`src/rtl/pcm_pkg.sv`:
```
// Shared state encoding, default widths and device opcodes for the PCM/flash bus controller.
package pcm_pkg;

    localparam int PCM_ADDR_W = 23;
    localparam int PCM_DATA_W = 16;

    localparam logic [15:0] CMD_READ_ID    = 16'h0090;
    localparam logic [15:0] CMD_READ_ARRAY = 16'h00FF;

    typedef enum logic [2:0] {
        INIT,
        IDLE,
        SETUP,
        ACCESS,
        RECOV
    } pcm_state_e;

    function automatic int max3(input int a, input int b, input int c);
        int m;
        m = (a > b) ? a : b;
        return (m > c) ? m : c;
    endfunction

endpackage

```
`src/rtl/pcm_arb2.sv`:
```
// Two-requester arbiter producing a one-hot winner.
// With PCM_BUS_CTRL_RR_EN defined the port not granted last wins a tie; otherwise port 0 always wins.
module pcm_arb2 (
    input  logic [1:0] req,
`ifdef PCM_BUS_CTRL_RR_EN
    input  logic       last_port,
`endif
    output logic [1:0] win
);

    always_comb begin
        win = 2'b00;
        if (req[0] && !req[1]) begin
            win = 2'b01;
        end else if (req[1] && !req[0]) begin
            win = 2'b10;
        end else if (req[0] && req[1]) begin
`ifdef PCM_BUS_CTRL_RR_EN
            win = last_port ? 2'b01 : 2'b10;
`else
            win = 2'b01;
`endif
        end
    end

endmodule

```
`src/rtl/pcm_bus_ctrl.sv`:
```
// Sequencer and two-port arbiter for the parallel PCM/flash bus: INIT, then single
// read/write cycles with SETUP/ACCESS/RECOV timing. PCM_BUS_CTRL_RR_EN enables round-robin.
module pcm_bus_ctrl
    import pcm_pkg::*;
#(
    parameter int ADDR_W    = PCM_ADDR_W,
    parameter int DATA_W    = PCM_DATA_W,
    parameter int RESET_CYC = 15,
    parameter int WAIT_CYC  = 12,
    parameter int RECOV_CYC = 2
) (
    input  logic              clk,
    input  logic              rst,
    input  logic [1:0]        req,
    input  logic [1:0]        wr,
    input  logic [ADDR_W-1:0] addr0,
    input  logic [ADDR_W-1:0] addr1,
    input  logic [DATA_W-1:0] wdata0,
    input  logic [DATA_W-1:0] wdata1,
    output logic [1:0]        gnt,
    output logic [1:0]        done,
    output logic [DATA_W-1:0] rdata,
    output logic [ADDR_W-1:0] pcm_addr,
    output logic [DATA_W-1:0] pcm_dq_o,
    output logic              pcm_dq_oe,
    input  logic [DATA_W-1:0] pcm_dq_i,
    output logic              pcm_rst_n,
    output logic              pcm_ce_n,
    output logic              pcm_oe_n,
    output logic              pcm_we_n
);

    // The counter is loaded with N-1 and the phase ends when it reads zero.
    localparam int CNT_MAX = max3(RESET_CYC, WAIT_CYC, RECOV_CYC);
    localparam int CNT_W   = (CNT_MAX > 1) ? $clog2(CNT_MAX) : 1;

    localparam logic [CNT_W-1:0] RESET_LOAD = CNT_W'(RESET_CYC - 1);
    localparam logic [CNT_W-1:0] WAIT_LOAD  = CNT_W'(WAIT_CYC - 1);
    localparam logic [CNT_W-1:0] RECOV_LOAD = CNT_W'(RECOV_CYC - 1);

    pcm_state_e        state_reg, state_next;
    logic [CNT_W-1:0]  cnt_reg, cnt_next;
    logic [1:0]        gnt_reg, gnt_next;
    logic [1:0]        done_reg, done_next;
    logic [DATA_W-1:0] rdata_reg, rdata_next;
    logic [ADDR_W-1:0] addr_reg, addr_next;
    logic [DATA_W-1:0] dq_o_reg, dq_o_next;
    logic              dq_oe_reg, dq_oe_next;
    logic              rst_n_reg, rst_n_next;
    logic              ce_n_reg, ce_n_next;
    logic              oe_n_reg, oe_n_next;
    logic              we_n_reg, we_n_next;
    logic              wr_lat_reg, wr_lat_next;

    logic [1:0]        win;
    logic              sel;
    logic              wr_sel;
    logic [ADDR_W-1:0] addr_sel;
    logic [DATA_W-1:0] wdata_sel;

`ifdef PCM_BUS_CTRL_RR_EN
    logic last_port_reg, last_port_next;

    pcm_arb2 u_arb (
        .req       (req),
        .last_port (last_port_reg),
        .win       (win)
    );
`else
    pcm_arb2 u_arb (
        .req (req),
        .win (win)
    );
`endif

    assign sel       = win[1];
    assign wr_sel    = wr[sel];
    assign addr_sel  = sel ? addr1 : addr0;
    assign wdata_sel = sel ? wdata1 : wdata0;

    always_ff @(posedge clk or posedge rst) begin
        if (rst) begin
            state_reg  <= INIT;
            cnt_reg    <= RESET_LOAD;
            gnt_reg    <= '0;
            done_reg   <= '0;
            rdata_reg  <= '0;
            addr_reg   <= '0;
            dq_o_reg   <= '0;
            dq_oe_reg  <= 1'b0;
            rst_n_reg  <= 1'b0;
            ce_n_reg   <= 1'b1;
            oe_n_reg   <= 1'b1;
            we_n_reg   <= 1'b1;
            wr_lat_reg <= 1'b0;
        end else begin
            state_reg  <= state_next;
            cnt_reg    <= cnt_next;
            gnt_reg    <= gnt_next;
            done_reg   <= done_next;
            rdata_reg  <= rdata_next;
            addr_reg   <= addr_next;
            dq_o_reg   <= dq_o_next;
            dq_oe_reg  <= dq_oe_next;
            rst_n_reg  <= rst_n_next;
            ce_n_reg   <= ce_n_next;
            oe_n_reg   <= oe_n_next;
            we_n_reg   <= we_n_next;
            wr_lat_reg <= wr_lat_next;
        end
    end

`ifdef PCM_BUS_CTRL_RR_EN
    // Reset to port 1 so that port 0 wins the first tie.
    always_ff @(posedge clk or posedge rst) begin
        if (rst) begin
            last_port_reg <= 1'b1;
        end else begin
            last_port_reg <= last_port_next;
        end
    end
`endif

    // Every output is computed here for the next cycle and registered above.
    always_comb begin
        state_next  = state_reg;
        cnt_next    = cnt_reg;
        gnt_next    = gnt_reg;
        done_next   = 2'b00;
        rdata_next  = rdata_reg;
        addr_next   = addr_reg;
        dq_o_next   = dq_o_reg;
        dq_oe_next  = dq_oe_reg;
        rst_n_next  = rst_n_reg;
        ce_n_next   = ce_n_reg;
        oe_n_next   = oe_n_reg;
        we_n_next   = we_n_reg;
        wr_lat_next = wr_lat_reg;
`ifdef PCM_BUS_CTRL_RR_EN
        last_port_next = last_port_reg;
`endif

        case (state_reg)
            INIT: begin
                if (cnt_reg == '0) begin
                    state_next = IDLE;
                    rst_n_next = 1'b1;
                end else begin
                    cnt_next = cnt_reg - CNT_W'(1);
                end
            end

            IDLE: begin
                if (|req) begin
                    state_next  = SETUP;
                    gnt_next    = win;
                    wr_lat_next = wr_sel;
                    addr_next   = addr_sel;
                    ce_n_next   = 1'b0;
                    dq_oe_next  = wr_sel;
                    if (wr_sel) begin
                        dq_o_next = wdata_sel;
                    end
`ifdef PCM_BUS_CTRL_RR_EN
                    last_port_next = sel;
`endif
                end
            end

            SETUP: begin
                state_next = ACCESS;
                cnt_next   = WAIT_LOAD;
                oe_n_next  = wr_lat_reg;
                we_n_next  = !wr_lat_reg;
            end

            ACCESS: begin
                if (cnt_reg == '0) begin
                    state_next = RECOV;
                    cnt_next   = RECOV_LOAD;
                    ce_n_next  = 1'b1;
                    oe_n_next  = 1'b1;
                    we_n_next  = 1'b1;
                    done_next  = gnt_reg;
                    if (!wr_lat_reg) begin
                        rdata_next = pcm_dq_i;
                    end
                end else begin
                    cnt_next = cnt_reg - CNT_W'(1);
                end
            end

            RECOV: begin
                // Write data is held on the pad only through the first recovery cycle.
                dq_oe_next = 1'b0;
                if (cnt_reg == '0) begin
                    state_next = IDLE;
                    gnt_next   = 2'b00;
                end else begin
                    cnt_next = cnt_reg - CNT_W'(1);
                end
            end

            default: begin
                state_next = INIT;
            end
        endcase
    end

    assign gnt       = gnt_reg;
    assign done      = done_reg;
    assign rdata     = rdata_reg;
    assign pcm_addr  = addr_reg;
    assign pcm_dq_o  = dq_o_reg;
    assign pcm_dq_oe = dq_oe_reg;
    assign pcm_rst_n = rst_n_reg;
    assign pcm_ce_n  = ce_n_reg;
    assign pcm_oe_n  = oe_n_reg;
    assign pcm_we_n  = we_n_reg;

endmodule
```
`config.mk`:
```
export PLATFORM = sky130hd
export DESIGN_NAME = pcm_bus_ctrl
export DESIGN_NICKNAME = d
export VERILOG_FILES = /design/src/rtl/pcm_pkg.sv /design/src/rtl/pcm_arb2.sv /design/src/rtl/pcm_bus_ctrl.sv
export SDC_FILE = /design/constraint.sdc
export NUM_CORES = 1
export LEC_CHECK = 0
export CAP_MARGIN = 10
export CELL_PAD_IN_SITES_DETAIL_PLACEMENT = 1
export CELL_PAD_IN_SITES_GLOBAL_PLACEMENT = 1
export CORE_UTILIZATION = 31
export DETAILED_ROUTE_END_ITERATION = 8
export GPL_TIMING_DRIVEN = 0
export HOLD_SLACK_MARGIN = 0.15
export PLACE_DENSITY_LB_ADDON = 0.1
export SYNTH_ARGS = -nofsm -noshare
export SYNTH_HDL_FRONTEND = slang
export SYNTH_SLANG_ARGS = --single-unit
```
`constraint.sdc`:
```
create_clock -name clk -period 2.5 [get_ports clk]
set_input_delay 0.5 -clock clk [delete_from_list [all_inputs] [get_ports clk]]
set_output_delay 0.5 -clock clk [all_outputs]
set_load 0.02 [all_outputs]
```
==> flow_metrics.env, run 1 <==
export IMPL_cts_buffer_depth=2
export IMPL_final_setup_viol_count=0
export IMPL_postCtsSetupRepairBufs=0
export IMPL_grt_max_degree=47
export IMPL_io_pins=164
export IMPL_dieHeight_um=106
export IMPL_layout_setup_ws_ns=0.294
export IMPL_h_tree_depth=3
export IMPL_final_cell_mix="clkdlybuf4s50_1 (163), dfrtp_1 (66), mux2_2 (40)"
export IMPL_avgRoutedWirePerCell_um=16.1
export IMPL_cap_viol_max_count=0
export IMPL_cp_startpoint="cnt_reg[0]"
export IMPL_ys_seq_area_frac=0.536
export IMPL_cp_data_arrival_time_ns=2.45
export IMPL_hold_path_class="primary input to async pin"
export IMPL_grt_usage=0.176
export IMPL_power_density_nw_per_um2=1140
export IMPL_rr_endpoint="rdata[7]"
export IMPL_path_cells="inv_1 > ha_1 > nor3b_4 > and3_4 > and2b_1 > buf_4 > buf_6 > mux2_2"
export IMPL_critPathMaxFanout=10
export IMPL_drive_gt1_frac=0.192
export IMPL_r2r_slack_ns=0.29
export IMPL_start_util=0.323
export IMPL_slew_violations=0
export IMPL_dr_pass1_iters=4
export IMPL_syn_avg_cell_area_sq_um=12.1
export IMPL_yosys_cell_types_count=43
export IMPL_dieArea_sq_um=11300
export IMPL_final_common_cell="clkdlybuf4s50_1"
export IMPL_postRouteAntennaNets=0
export IMPL_viasPerCell=4.72
export IMPL_finalHoldViolCount=0
export IMPL_cp_start_kind="flip-flop"
export IMPL_slowest_delay_ns=0.43
export IMPL_vias=2803
export IMPL_cts_sinks=72
export IMPL_utilization=0.519
export IMPL_required_ns=2.74
export IMPL_clock_fmax_mhz=453
export IMPL_reg2reg_depth=8
export IMPL_grt_first_pass_wirelength_um=15200
export IMPL_ctsResizeCount=0
export IMPL_grt_pass1_vias=2946
export IMPL_drtIter0Drc=53
export IMPL_gp_congestion=0.756
export IMPL_n_antenna_cell=0
export IMPL_cts_hold_buffers_added=0
export IMPL_cts_made_buffers=9
export IMPL_fin_skew_ns=0.0126
export IMPL_clk_latency_ns=0.36
export IMPL_antenna_found_initial=0
export IMPL_cts_tree="built"
export IMPL_wl_um=9550
export IMPL_fin_crit_ns=2.21
export IMPL_slew_headroom=0.626
export IMPL_crit_type="flip-flop to flip-flop"
export IMPL_rows=37
export IMPL_crit_slowest_cell="dfrtp_1"
export IMPL_syn_area_sq_um=3380
export IMPL_worstSetupEndpointType="flip-flop"
export IMPL_io_buffer_count=163
export IMPL_dpl_hpwl_um=7370
export IMPL_drc=0
export IMPL_ys_warnings_count=0
export IMPL_coreArea_sq_um=10500
export IMPL_synth_nets=380
export IMPL_synthCells=278
export IMPL_p_leak_nw=2.37
export IMPL_largest_reg_flops=23
export IMPL_worstReg2RegStart="cnt_reg[0]"
export IMPL_clock_root_buffer="clkbuf_8"
export IMPL_vdd_drop_max_mv=0.437
export IMPL_tightestPinTransition_ns=0.555
export IMPL_outcome="completed"
export IMPL_rsz0062_at_grt="no"
export IMPL_pre_cts_ws_ns=-0.102
export IMPL_synth_seq_cells=72
export IMPL_syn2layout_area_growth_pct=60.8
export IMPL_path_clk_slew_ns=0.08
export IMPL_die_x_um=106
export IMPL_post_route_period_util=0.882
export IMPL_layout_nets=555
export IMPL_async_reset_ff_frac=1.00
export IMPL_synth_edf_count=0
export IMPL_critPathCapture="rdata[7]"
export IMPL_overflow=0
export IMPL_ys_flop_type="dfrtp_1"
## worst min path at each step
stage	to	slack, ns	from
global placement	pcm_addr[11]	0.46	pcm_addr[11]
finish	rdata[9]	0.48	rst
floorplan	pcm_we_n	0.42	wr_lat_reg
detailed placement	pcm_rst_n	0.47	pcm_rst_n
CTS	rdata[9]	0.47	rst
global route	pcm_addr[13]	0.50	pcm_addr[13]
## power breakdown
group	internal, mW	leakage, nW	switching [mW]
clock network	0.584	0.112	0.443
registers	1.76	0.860	0.322
logic	1.60	1.40	1.49
total	3.94	2.37	2.26
## layer usage
layer  up-vias  GRT usage  part of all wire
li1       1328          -                 -
met1      1372      0.213              0.42
met2        93      0.294              0.49
met3        10     0.0484             0.067
met4         0     0.0744             0.014
met5         -          0                 0
## metrics by stage
stage	power (mW)	instance area [sq um]	std cells	TNS (ns)	hold WS, ns
2_1_floorplan	3.73	3380	278	0	0.422
3_3_place_gp	5.15	5180	577	-82.00	0.461
3_5_place_dp	5.25	5210	578	-1.79	0.468
4_1_cts	6.31	5430	594	0	0.471
5_1_grt	6.60	5430	594	0	0.502
6_report	6.20	5430	594	0	0.481
## final cells by class
type,instances,area [sq um]
clock inverter,6,82.6
sequential,72,1810
clock buffer,10,138
fill,1131,5030
inverter,6,25.0
timing repair buffer,164,1660
tap,136,170
multi-input combinational,183,1450
buffer,17,98.8
## synthesized netlist by cell type, types with 2 or more instances
cell type  count  share of area
mux2_2        40           0.13
ha_1           2         0.0074
a31o_2         2         0.0052
buf_2          4         0.0059
nor2_1         7         0.0078
dfrtp_1       66           0.49
a21oi_1        5         0.0074
nor2b_1        2         0.0037
o21ai_0       30          0.044
mux2i_1       23          0.068
o22ai_1        2         0.0037
clkbuf_1       8         0.0089
and2b_1        2         0.0044
buf_6          2         0.0067
nand2_1       30          0.033
dfstp_2        6          0.047
nand2b_1       3         0.0056
a21o_1         3         0.0067
mux2_4         8          0.036
inv_1          6         0.0067
nor3_1         2         0.0030
and2_1         3         0.0056
o21a_1         2         0.0044
## critical path, delay by kind of cell, from the launching register on
family / cells / cell delay (ns)
flops: 1 / 0.43
mux: 1 / 0.34
buf+inv: 3 / 0.41
simple gates: 3 / 0.75
fa+ha+maj: 1 / 0.17
## cells by family after synthesis
kind of cell,after synthesis,share of synthesized area
multiplexers,71,0.237
adder cells (fa/ha/maj),2,0.00741
AO/OA/AOI/OAI,55,0.101
AND/OR/NAND/NOR,55,0.0827
buffers and inverters,23,0.0360
flip-flops,72,0.536
Power figures use the tool's default switching activity.
==> inputs of run 2 (changes only) <==
- CORE_MARGIN: default -> 2
==> flow_metrics.env, run 2 (synthesis gave the netlist of run 1 again) <==
export IMPL_grt_max_degree=60
export IMPL_largest_reg_flops=23
export IMPL_syn2layout_area_growth_pct=61.6
export IMPL_slew_violations=0
export IMPL_dr_pass1_iters=4
export IMPL_cts_tree="built"
export IMPL_drc=0
export IMPL_grt_usage=0.170
export IMPL_rows=38
export IMPL_ctsResizeCount=0
export IMPL_drive_gt1_frac=0.192
export IMPL_start_util=0.314
export IMPL_postRouteAntennaNets=0
export IMPL_fin_crit_ns=2.23
export IMPL_antenna_found_initial=0
export IMPL_gp_congestion=0.746
export IMPL_overflow=0
export IMPL_grt_first_pass_wirelength_um=15200
export IMPL_final_cell_mix="clkdlybuf4s50_1 (163), dfrtp_1 (66), mux2_2 (40)"
export IMPL_path_cells="clkdlybuf4s50_1 > o21ai_0 > clkbuf_1 > clkbuf_1 > nand2_1 > o21ai_0"
export IMPL_final_setup_viol_count=0
export IMPL_cp_data_arrival_time_ns=2.49
export IMPL_vias=2796
export IMPL_coreArea_sq_um=10700
export IMPL_layout_setup_ws_ns=0.272
export IMPL_clock_fmax_mhz=449
export IMPL_drtIter0Drc=45
export IMPL_outcome="completed"
export IMPL_utilization=0.508
export IMPL_cts_buffer_depth=2
export IMPL_viasPerCell=4.68
export IMPL_vdd_drop_max_mv=0.517
export IMPL_crit_buf_inv=3
export IMPL_fin_skew_ns=0.00920
export IMPL_io_buffer_count=163
export IMPL_power_density_nw_per_um2=1160
export IMPL_final_cells=598
export IMPL_tightestPinTransition_ns=0.578
export IMPL_avgRoutedWirePerCell_um=16.4
export IMPL_placed_cell_area_sq_um=5210
export IMPL_path_clk_slew_ns=0.08
export IMPL_fin_area_sq_um=5460
export IMPL_finalPower_mw=6.32
export IMPL_cts_made_buffers=9
export IMPL_clk_latency_ns=0.35
export IMPL_grt_pass1_vias=2985
export IMPL_cap_viol_max_count=0
export IMPL_cp_start_kind="primary input"
export IMPL_final_common_cell="clkdlybuf4s50_1"
export IMPL_io_pins=164
export IMPL_fillers=1150
export IMPL_finalHoldViolCount=0
export IMPL_slowest_delay_ns=0.49
export IMPL_dieArea_sq_um=11700
export IMPL_post_route_period_util=0.891
export IMPL_dieHeight_um=108
export IMPL_slew_headroom=0.614
export IMPL_critPathMaxFanout=10
export IMPL_die_x_um=108
export IMPL_layout_nets=555
export IMPL_p_leak_nw=2.37
export IMPL_wl_um=9830
export IMPL_hold_path_class="primary input to async pin"
export IMPL_clock_root_buffer="clkbuf_8"
export IMPL_finalSetupTns_ns=0
export IMPL_crit_type="primary input to flip-flop"
export IMPL_crit_slowest_cell="clkdlybuf4s50_1"
export IMPL_placed_cells=582
export IMPL_cts_hold_buffers_added=0
export IMPL_pre_cts_ws_ns=-0.0892
export IMPL_dpl_hpwl_um=7410
export IMPL_h_tree_depth=3
export IMPL_rsz0062_at_grt="no"
export IMPL_cp_top_family="buffers and inverters"
export IMPL_cts_sinks=72
export IMPL_n_antenna_cell=0
export IMPL_worst_hold_slack_ns=0.413
export IMPL_worstSetupEndpointType="flip-flop"
export IMPL_postCtsSetupRepairBufs=0
export IMPL_required_ns=2.76
-- run 2: routing by layer --
metal,GRT usage,part of all wire
met2,0.283,0.47
met4,0.0604,0.013
met5,0,0
met3,0.0374,0.071
met1,0.217,0.44
-- run 2: final timing paths --
path / startpoint / endpoint / slack (ns) / cells after the start
min reg2reg: wr_lat_reg / pcm_we_n / 0.47 / 1
max: req[0] / pcm_addr[18] / 0.27 / 6
max in group asynchronous: rst / cnt_reg[2] / 1.47 / 3
min: rst / rdata[3] / 0.41 / 2
min in group clk: wr_lat_reg / pcm_we_n / 0.47 / 1
max reg2reg: cnt_reg[0] / rdata[5] / 0.29 / 8
-- run 2: layout make-up --
type	count	area, sq um	share of cell area
Buffer	17	98.8	0.0181
Sequential cell	72	1810	0.332
Timing Repair Buffer	164	1660	0.304
Multi-Input combinational cell	183	1450	0.265
Clock buffer	9	124	0.0227
Inverter	6	25.0	0.00459
Tap cell	140	175	0.0321
Clock inverter	7	119	0.0218
-- run 2: where the power goes --
part | internal (mW) | switching, mW | leakage, nW
Sequential | 1.76 | 0.334 | 0.860
Clock | 0.664 | 0.465 | 0.116
Combinational | 1.60 | 1.49 | 1.40
==> inputs of run 3 (changes only) <==
- CTS_CLUSTER_DIAMETER: default -> 60
==> results of run 3 <==
Same layout as run 2: the final DEF is identical, and so are final timing and power.
